===== config.mk =====
export PLATFORM = sky130hd
export DESIGN_NAME = bloom_lookup_client
export DESIGN_NICKNAME = d
export VERILOG_FILES = /design/src/rtl/bloom_lookup_client.sv
export SDC_FILE = /design/constraint.sdc
export NUM_CORES = 1
export LEC_CHECK = 0
export ABC_CLOCK_PERIOD_IN_PS = 2470
export CORE_UTILIZATION = 40
export DETAILED_ROUTE_END_ITERATION = 7
export GPL_TIMING_DRIVEN = 0
export PLACE_DENSITY = 0.85
export SLEW_MARGIN = 20
export SYNTH_ARGS = -nofsm -noshare
export SYNTH_HDL_FRONTEND = slang
export SYNTH_SLANG_ARGS = --single-unit

===== constraint.sdc =====
create_clock -name clk -period 2.47 [get_ports clk]
set_input_delay 0.494 -clock clk [delete_from_list [all_inputs] [get_ports clk]]
set_output_delay 0.494 -clock clk [all_outputs]
set_load 0.005 [all_outputs]

===== src/rtl/bloom_lookup_client.sv =====
// bloom_lookup_client: single-outstanding sequencer between a keyed request stream and the
// bloom_filter insert/query port, returning one response per request plus hit/miss/insert stats.
module bloom_lookup_client #(
  parameter int CNT_W          = 16,
  parameter bit INSERT_ON_MISS = 1'b0
) (
  input  logic             clk,
  input  logic             rstn,
  input  logic             req_valid,
  output logic             req_ready,
  input  logic [31:0]      req_key,
  input  logic             req_insert,
  output logic             rsp_valid,
  input  logic             rsp_ready,
  output logic [31:0]      rsp_key,
  output logic             rsp_insert,
  output logic             rsp_hit,
  output logic             rsp_inserted,
  output logic             bf_insert_valid,
  output logic [31:0]      bf_insert_data,
  output logic             bf_query_valid,
  output logic [31:0]      bf_query_data,
  input  logic             bf_query_result,
  input  logic             stat_clear,
  output logic [CNT_W-1:0] hit_count,
  output logic [CNT_W-1:0] miss_count,
  output logic [CNT_W-1:0] insert_count
);
  typedef enum logic [2:0] {IDLE, QRY, WAIT, INS, RESP} state_t;
  state_t state, state_nxt;
  logic [31:0] key;
  logic op, hit, inserted;
  logic accept, rsp_hs;
  assign accept = req_valid && req_ready;
  assign rsp_hs = rsp_valid && rsp_ready;
  always_ff @(posedge clk or negedge rstn)
    if (!rstn) state <= IDLE;
    else       state <= state_nxt;
  always_comb begin
    state_nxt = state;
    case (state)
      IDLE:    state_nxt = req_valid ? (req_insert ? INS : QRY) : IDLE;
      QRY:     state_nxt = WAIT;
      WAIT:    state_nxt = (!bf_query_result && INSERT_ON_MISS) ? INS : RESP;
      INS:     state_nxt = RESP;
      RESP:    state_nxt = rsp_ready ? IDLE : RESP;
      default: state_nxt = IDLE;
    endcase
  end
  always_comb begin
    req_ready       = state == IDLE;
    bf_query_valid  = state == QRY;
    bf_insert_valid = state == INS;
    rsp_valid       = state == RESP;
  end
  // The hit flag is cleared on accept so an explicit insert always reports a miss.
  always_ff @(posedge clk or negedge rstn)
    if (!rstn) begin
      key      <= '0;
      op       <= 1'b0;
      hit      <= 1'b0;
      inserted <= 1'b0;
    end else if (accept) begin
      key      <= req_key;
      op       <= req_insert;
      hit      <= 1'b0;
      inserted <= 1'b0;
    end else if (state == WAIT) begin
      hit      <= bf_query_result;
    end else if (state == INS) begin
      inserted <= 1'b1;
    end
  assign rsp_key        = key;
  assign rsp_insert     = op;
  assign rsp_hit        = hit;
  assign rsp_inserted   = inserted;
  assign bf_insert_data = key;
  assign bf_query_data  = key;
  logic inc_hit, inc_miss, inc_ins;
  assign inc_hit  = rsp_hs && !op && hit && !(&hit_count);
  assign inc_miss = rsp_hs && !op && !hit && !(&miss_count);
  assign inc_ins  = rsp_hs && inserted && !(&insert_count);
  always_ff @(posedge clk or negedge rstn)
    if (!rstn) begin
      hit_count    <= '0;
      miss_count   <= '0;
      insert_count <= '0;
    end else begin
      hit_count    <= stat_clear ? '0 : inc_hit  ? hit_count + CNT_W'(1)    : hit_count;
      miss_count   <= stat_clear ? '0 : inc_miss ? miss_count + CNT_W'(1)   : miss_count;
      insert_count <= stat_clear ? '0 : inc_ins  ? insert_count + CNT_W'(1) : insert_count;
    end
endmodule


======== Word-level counts from Yosys, hierarchy flattened ========
Index checks and enable logic that the tools add are counted.
cells by class
  equal/unequal tests ..................... 5
  multiplexer cells ....................... 15
  add/subtract/negate cells ............... 3
  reduce and logical (&&, ||, !) cells .... 25
operator list
  operator                                        count
  2-to-1 mux 16 bit                               6
  adder 16 x 1 -> 16 bit (second input constant)  3
  AND reduction 16 bit                            3
  one-hot mux 3 bit (4 select lines)              1
  nonzero test 2 bit                              5
  logical AND 1 bit                               9
  == test 3 x 2 -> 1 bit (second input constant)  2
  logical NOT 1 bit                               5
  2-to-1 mux 1 bit                                5
  2-to-1 mux 2 bit                                2
  == test 3 x 1 -> 1 bit (second input constant)  1
  == test 3 bit (second input constant)           1
  logical NOT 3 bit                               1
  2-to-1 mux 3 bit                                1
  inequality test 2 bit (second input constant)   1
  AND reduction 2 bit                             1
  OR reduction 2 bit                              1
word-level totals
  flip-flop bits (word level) ............. 86
  word-level logic and storage cells ...... 56
  output and inout bits ................... 151

======== Longest topological paths before layout ========
  depth after elaboration ................. 7
  depth in mapped cells ................... 7
  depth with buffers taken out ............ 5

======== Least setup slack after synthesis ========
Ideal clock, no wire load.
  kind .................................... register to register
  start point ............................. register insert_count[0]
  end point ............................... register insert_count[14]
  clock period less this slack ............ 2131 ps
  slack ................................... 339 ps
  arrival time ............................ 2006 ps
  cell stages (with the launch flop) ...... 7
  data required time ...................... 2345 ps
  cells stage by stage .................... dfrtp_1 ha_1 inv_1 or4_4 buf_6 nor4_1 mux2_2
on the way
  cells in the longest elaborated chain, start to end .. 4
  elaborated cells on any way between the ends .. 7
ends and longest elaborated chain
  item                                                                            line  text
  start: declaration                                                              27    output logic [CNT_W-1:0] insert_count
  start signal: assignment                                                        91    insert_count <= stat_clear ? '0 : inc_ins ? insert_count + CNT_W'(1) : insert_count;
  parallel branches: the longest is 4 deep, another holds adder 16 x 1 -> 16 bit  -
Parallel ways; which one is timed is not known. The select of a mux whose other input is x is not followed.
A chain may end at the register's enable or synchronous reset.

======== Worst setup path after layout ========
  start point ............................. register insert_count[1]
  end point ............................... register insert_count[10]
Same word-level chain as after synthesis.

==> impl_metrics.xml <==
<?xml version="1.0" encoding="UTF-8"?>
<metrics>
  <group name="timing">
    <metric name="timing.max_slew.rel_slack" unit="%">37.1</metric>
    <metric name="tightest_slew" unit="ns">0.936</metric>
    <metric name="final-max-slew-violation-count" unit="">0</metric>
    <metric name="timing.setup.tns" unit="ns">0</metric>
    <metric name="skew_final" unit="ns">0.00606</metric>
    <metric name="final.period_utilization" unit="%">94.8</metric>
    <metric name="timing.fmax" unit="MHz">427</metric>
    <metric name="rsz_0062_raised_after_global_routing" unit="">no</metric>
    <metric name="period_minus_slack" unit="ns">2.34</metric>
    <metric name="timing.final.hold_violations" unit="">0</metric>
    <metric name="final_setup_violating_endpoints" unit="">0</metric>
    <metric name="final_critical_path_setup_slack" unit="ns">0.130</metric>
  </group>
  <group name="clock_tree">
    <metric name="cts-root-to-sink-buffers" unit="">2</metric>
    <metric name="h_tree_levels" unit="">3</metric>
    <metric name="cts_tree" unit="">yes</metric>
    <metric name="worst_setup_hold_path_clk_slew" unit="ns">0.06</metric>
    <metric name="clock_tree.root_cell" unit="">sky130_fd_sc_hd__clkbuf_16</metric>
    <metric name="cts_hold_buf" unit="">0</metric>
    <metric name="clock_sinks" unit="">86</metric>
    <metric name="cts_post_setup_buffers_inserted" unit="">0</metric>
    <metric name="clk-insertion-delay-late" unit="ns">0.33</metric>
    <metric name="cts_made_buffers" unit="">9</metric>
  </group>
  <group name="global_route">
    <metric name="grt_most_used_layer" unit="">met2</metric>
    <metric name="globalRouteMet1Util" unit="%">27.1</metric>
    <metric name="grt_overflow" unit="">0</metric>
    <metric name="gr-usage-all-layers" unit="%">23.0</metric>
    <metric name="number_of_global_route_vias_before_repair" unit="">4713</metric>
    <metric name="met3_demand_to_capacity_share_in_global_routing" unit="%">4.81</metric>
    <metric name="grt.met2_usage" unit="%">41.7</metric>
    <metric name="grt_pass1_wl" unit="um">23000</metric>
    <metric name="grt_max_degree" unit="">51</metric>
    <metric name="antenna_violations_before_repair" unit="">0</metric>
  </group>
  <group name="pwr">
    <metric name="cellLeakagePower" unit="nW">3.00</metric>
    <metric name="clkPwrFrac" unit="%">22.2</metric>
    <metric name="power_switching" unit="W">0.00190</metric>
    <metric name="sequentialPowerShare" unit="%">31.0</metric>
    <metric name="pwr_density_cell" unit="nW/um2">926</metric>
    <metric name="sw_frac_of_total" unit="%">28.7</metric>
    <metric name="ir_worst_vdd" unit="mV">0.835</metric>
    <metric name="internal_power" unit="W">0.00472</metric>
    <metric name="combinationalPowerShare" unit="%">46.8</metric>
  </group>
  <group name="setup_path">
    <metric name="critical_path.endpoint_type" unit="">flop</metric>
    <metric name="max_stage_delay" unit="ns">0.56</metric>
    <metric name="setup.reg_to_reg.worst_slack" unit="ns">0.13</metric>
    <metric name="critical_path.endpoint" unit="">insert_count[10]</metric>
    <metric name="setup.worst_path.class" unit="">flop to flop</metric>
    <metric name="critical_path.cell_chain" unit="">ha_2 &gt; inv_1 &gt; or4_4 &gt; buf_6 &gt; nor4_1 &gt; mux2_2</metric>
    <metric name="crit_path_max_fanout" unit="">10</metric>
    <metric name="cp.required" unit="ns">2.69</metric>
    <metric name="worst-r2r-cell-count" unit="">6</metric>
    <metric name="critPathSlowestCell" unit="">sky130_fd_sc_hd__or4_4</metric>
    <metric name="worstPathArrival" unit="ns">2.56</metric>
    <metric name="crit_family" unit="">simple AND/OR/NAND/NOR gates</metric>
    <metric name="r2r-start" unit="">insert_count[1]</metric>
    <metric name="critical_path_cell_count" unit="">6</metric>
    <metric name="rr_endpoint" unit="">insert_count[10]</metric>
    <metric name="timing.critical_path.from" unit="">insert_count[1]</metric>
    <metric name="start_kind" unit="">flop</metric>
    <metric name="timing.critical_path.buf_inv" unit="">2</metric>
  </group>
  <group name="detailed_routing">
    <metric name="dr.first_iter.drc_count" unit="">251</metric>
    <metric name="ant_nets" unit="">0</metric>
    <metric name="drt_drc_violations_left" unit="">0</metric>
    <metric name="wire_per_inst" unit="um">15.8</metric>
    <metric name="dr_total_vias" unit="">4708</metric>
    <metric name="detail_route.first_pass.iterations" unit="">4</metric>
    <metric name="post_drt_via_cell_ratio" unit="">5.34</metric>
    <metric name="wirelength" unit="um">13900</metric>
  </group>
  <group name="floorplanning">
    <metric name="die-height" unit="um">111</metric>
    <metric name="core_area" unit="um2">11500</metric>
    <metric name="die_width" unit="um">111</metric>
    <metric name="i_o_pins" unit="">190</metric>
    <metric name="std_cell_rows" unit="">39</metric>
    <metric name="design.die.area" unit="um2">12300</metric>
    <metric name="start_util" unit="%">41.4</metric>
  </group>
  <group name="synth">
    <metric name="synth_area" unit="um2">4750</metric>
    <metric name="ys_types" unit="">44</metric>
    <metric name="yosysTopAreaCellShare" unit="%">45.3</metric>
    <metric name="ys.flop_type" unit="">sky130_fd_sc_hd__dfrtp_1</metric>
    <metric name="ys_seq_area_share" unit="%">45.3</metric>
    <metric name="yosys_register_bits" unit="">86</metric>
    <metric name="synth_enable_flop_cells" unit="">0</metric>
    <metric name="synth_fp_nets" unit="">576</metric>
    <metric name="yosys_warnings" unit="">0</metric>
    <metric name="synth_largest_area_cell" unit="">sky130_fd_sc_hd__dfrtp_1</metric>
    <metric name="synth.most_common_cell" unit="">sky130_fd_sc_hd__nand2_1</metric>
    <metric name="commonest_cells_in_the_synthesized_netlist" unit="">124 x sky130_fd_sc_hd__nand2_1, 86 x sky130_fd_sc_hd__dfrtp_1, 64 x sky130_fd_sc_hd__buf_4</metric>
    <metric name="synthTopCellsByArea" unit="">sky130_fd_sc_hd__dfrtp_1 45%, sky130_fd_sc_hd__buf_4 10%, sky130_fd_sc_hd__nand2_1 9.8%</metric>
    <metric name="synthesis.instances" unit="">534</metric>
    <metric name="post_synth.cell_area_avg" unit="um2">8.89</metric>
    <metric name="async_flop_share" unit="%">100</metric>
  </group>
  <group name="placement">
    <metric name="place.port_buffers" unit="">188</metric>
    <metric name="routabilityCongestion" unit="">0.865</metric>
    <metric name="detailedPlacementHpwl" unit="um">10500</metric>
    <metric name="preCtsSetupSlack" unit="ns">-0.223</metric>
  </group>
  <group name="final_layout">
    <metric name="design.final.nets" unit="">776</metric>
    <metric name="area_growth_syn_to_layout" unit="%">50.6</metric>
    <metric name="num-fill-cells" unit="">959</metric>
    <metric name="combined_area_of_the_multi_input_logic_cells" unit="um2">2000</metric>
    <metric name="regArea" unit="um2">2150</metric>
    <metric name="antenna-diode-count" unit="">0</metric>
    <metric name="layout-drive-gt1-share" unit="%">13.9</metric>
    <metric name="post-route-util" unit="%">62.3</metric>
  </group>
  <group name="outcome">
    <metric name="run_status" unit="">finished, final reports clean</metric>
  </group>
  <group name="min_path">
    <metric name="hp-class" unit="">input pin to asynchronous set/reset pin</metric>
  </group>
  <group name="run">
    <metric name="max_cap_viol_count" unit="">0</metric>
  </group>
</metrics>
area by class of cell:
cell class,instances,area share [%]
plain buffers,84,7.93
clock buffers,13,3.50
clock inverters,3,0.946
inverters,7,0.368
multi-input cells,357,28.0
flip-flops and latches,86,30.1
well taps,143,2.50
repair buffers,189,26.6
state kept, by name (all words and copies together) (netlist names):
register and flops:
miss_count 16, rsp_inserted 1, rsp_insert 1, hit_count 16
state 3, insert_count 16, rsp_hit 1, bf_insert_data 32
placed cells by master, fill, tap and decap left out, types with 3 or more instances in the layout:
cell type	n
sky130_fd_sc_hd__clkdlybuf4s50_1	187
sky130_fd_sc_hd__or4_1	19
sky130_fd_sc_hd__nor2_1	20
sky130_fd_sc_hd__nand2_1	124
sky130_fd_sc_hd__buf_4	65
sky130_fd_sc_hd__mux2_2	12
sky130_fd_sc_hd__nor4_1	9
sky130_fd_sc_hd__mux2i_1	3
sky130_fd_sc_hd__nor2b_1	12
sky130_fd_sc_hd__nand3_1	16
sky130_fd_sc_hd__buf_2	3
sky130_fd_sc_hd__inv_1	6
sky130_fd_sc_hd__nand4_1	13
sky130_fd_sc_hd__o21ai_0	10
sky130_fd_sc_hd__clkbuf_16	9
sky130_fd_sc_hd__nor3b_1	3
sky130_fd_sc_hd__clkbuf_1	18
sky130_fd_sc_hd__nand2b_1	9
sky130_fd_sc_hd__dfrtp_1	85
sky130_fd_sc_hd__nor3_1	10
sky130_fd_sc_hd__nor4b_1	3
sky130_fd_sc_hd__or3_1	8
sky130_fd_sc_hd__and4_1	6
sky130_fd_sc_hd__o31ai_1	20
sky130_fd_sc_hd__and3_1	7
sky130_fd_sc_hd__a21oi_1	30
how the worst min path moves through the flow:
| stage | from | slack [ns] | to | cells after the start |
|---|---|---|---|---|
| after CTS | rstn | 0.22 | bf_insert_data[1] | 1 |
| final | rstn | 0.20 | bf_insert_data[1] | 1 |
| after global placement | bf_insert_data[8] | 0.51 | bf_insert_data[8] | 2 |
| after global routing | rstn | 0.25 | bf_insert_data[20] | 1 |
| after floorplan | rstn | 0.20 | bf_insert_data[0] | 0 |
| after detailed placement | bf_insert_data[1] | 0.51 | bf_insert_data[1] | 2 |
per-layer routing:
layer / share of wire [%] / wire, um / vias to the layer above
met2: 53 / 7360 / 179
met4: 1.4 / 195 / 0
met5: 0 / 0 / -
met1: 40 / 5610 / 2300
li1: - / - / 2210
met3: 5.5 / 763 / 19
cells by family after synthesis:
| kind of cell | synth area share (%) |
|---|---|
| compound gates | 9.41 |
| fa+ha+maj | 0.791 |
| buf+inv | 12.5 |
| flops | 45.3 |
| mux | 3.48 |
| simple gates | 28.5 |
metrics by stage:
step / hold slack, ns / std cells / total power, W / area [um2]
2_1_floorplan: 0.198 / 534 / 0.00326 / 4750
3_3_place_gp: 0.507 / 865 / 0.00508 / 6810
3_5_place_dp: 0.509 / 866 / 0.00519 / 6820
4_1_cts: 0.216 / 882 / 0.00667 / 7140
5_1_grt: 0.247 / 882 / 0.00697 / 7150
6_report: 0.200 / 882 / 0.00662 / 7150
what timing repair did:
item / in CTS / in global routing
endpoints found under the setup margin: 0 / 1
endpoints found under the hold margin: 0 / 0
resized for setup: 0 / 2
power by group through the flow:
stage	sequential, W	clock, W	combinational, W
finish	0.00205	0.00147	0.00309
global route	0.00210	0.00155	0.00332
CTS	0.00205	0.00149	0.00313
detailed placement	0.00207	0	0.00312
global placement	0.00206	0	0.00302
floorplan	0.00201	0	0.00125
(Power assumes the default switching activity.)
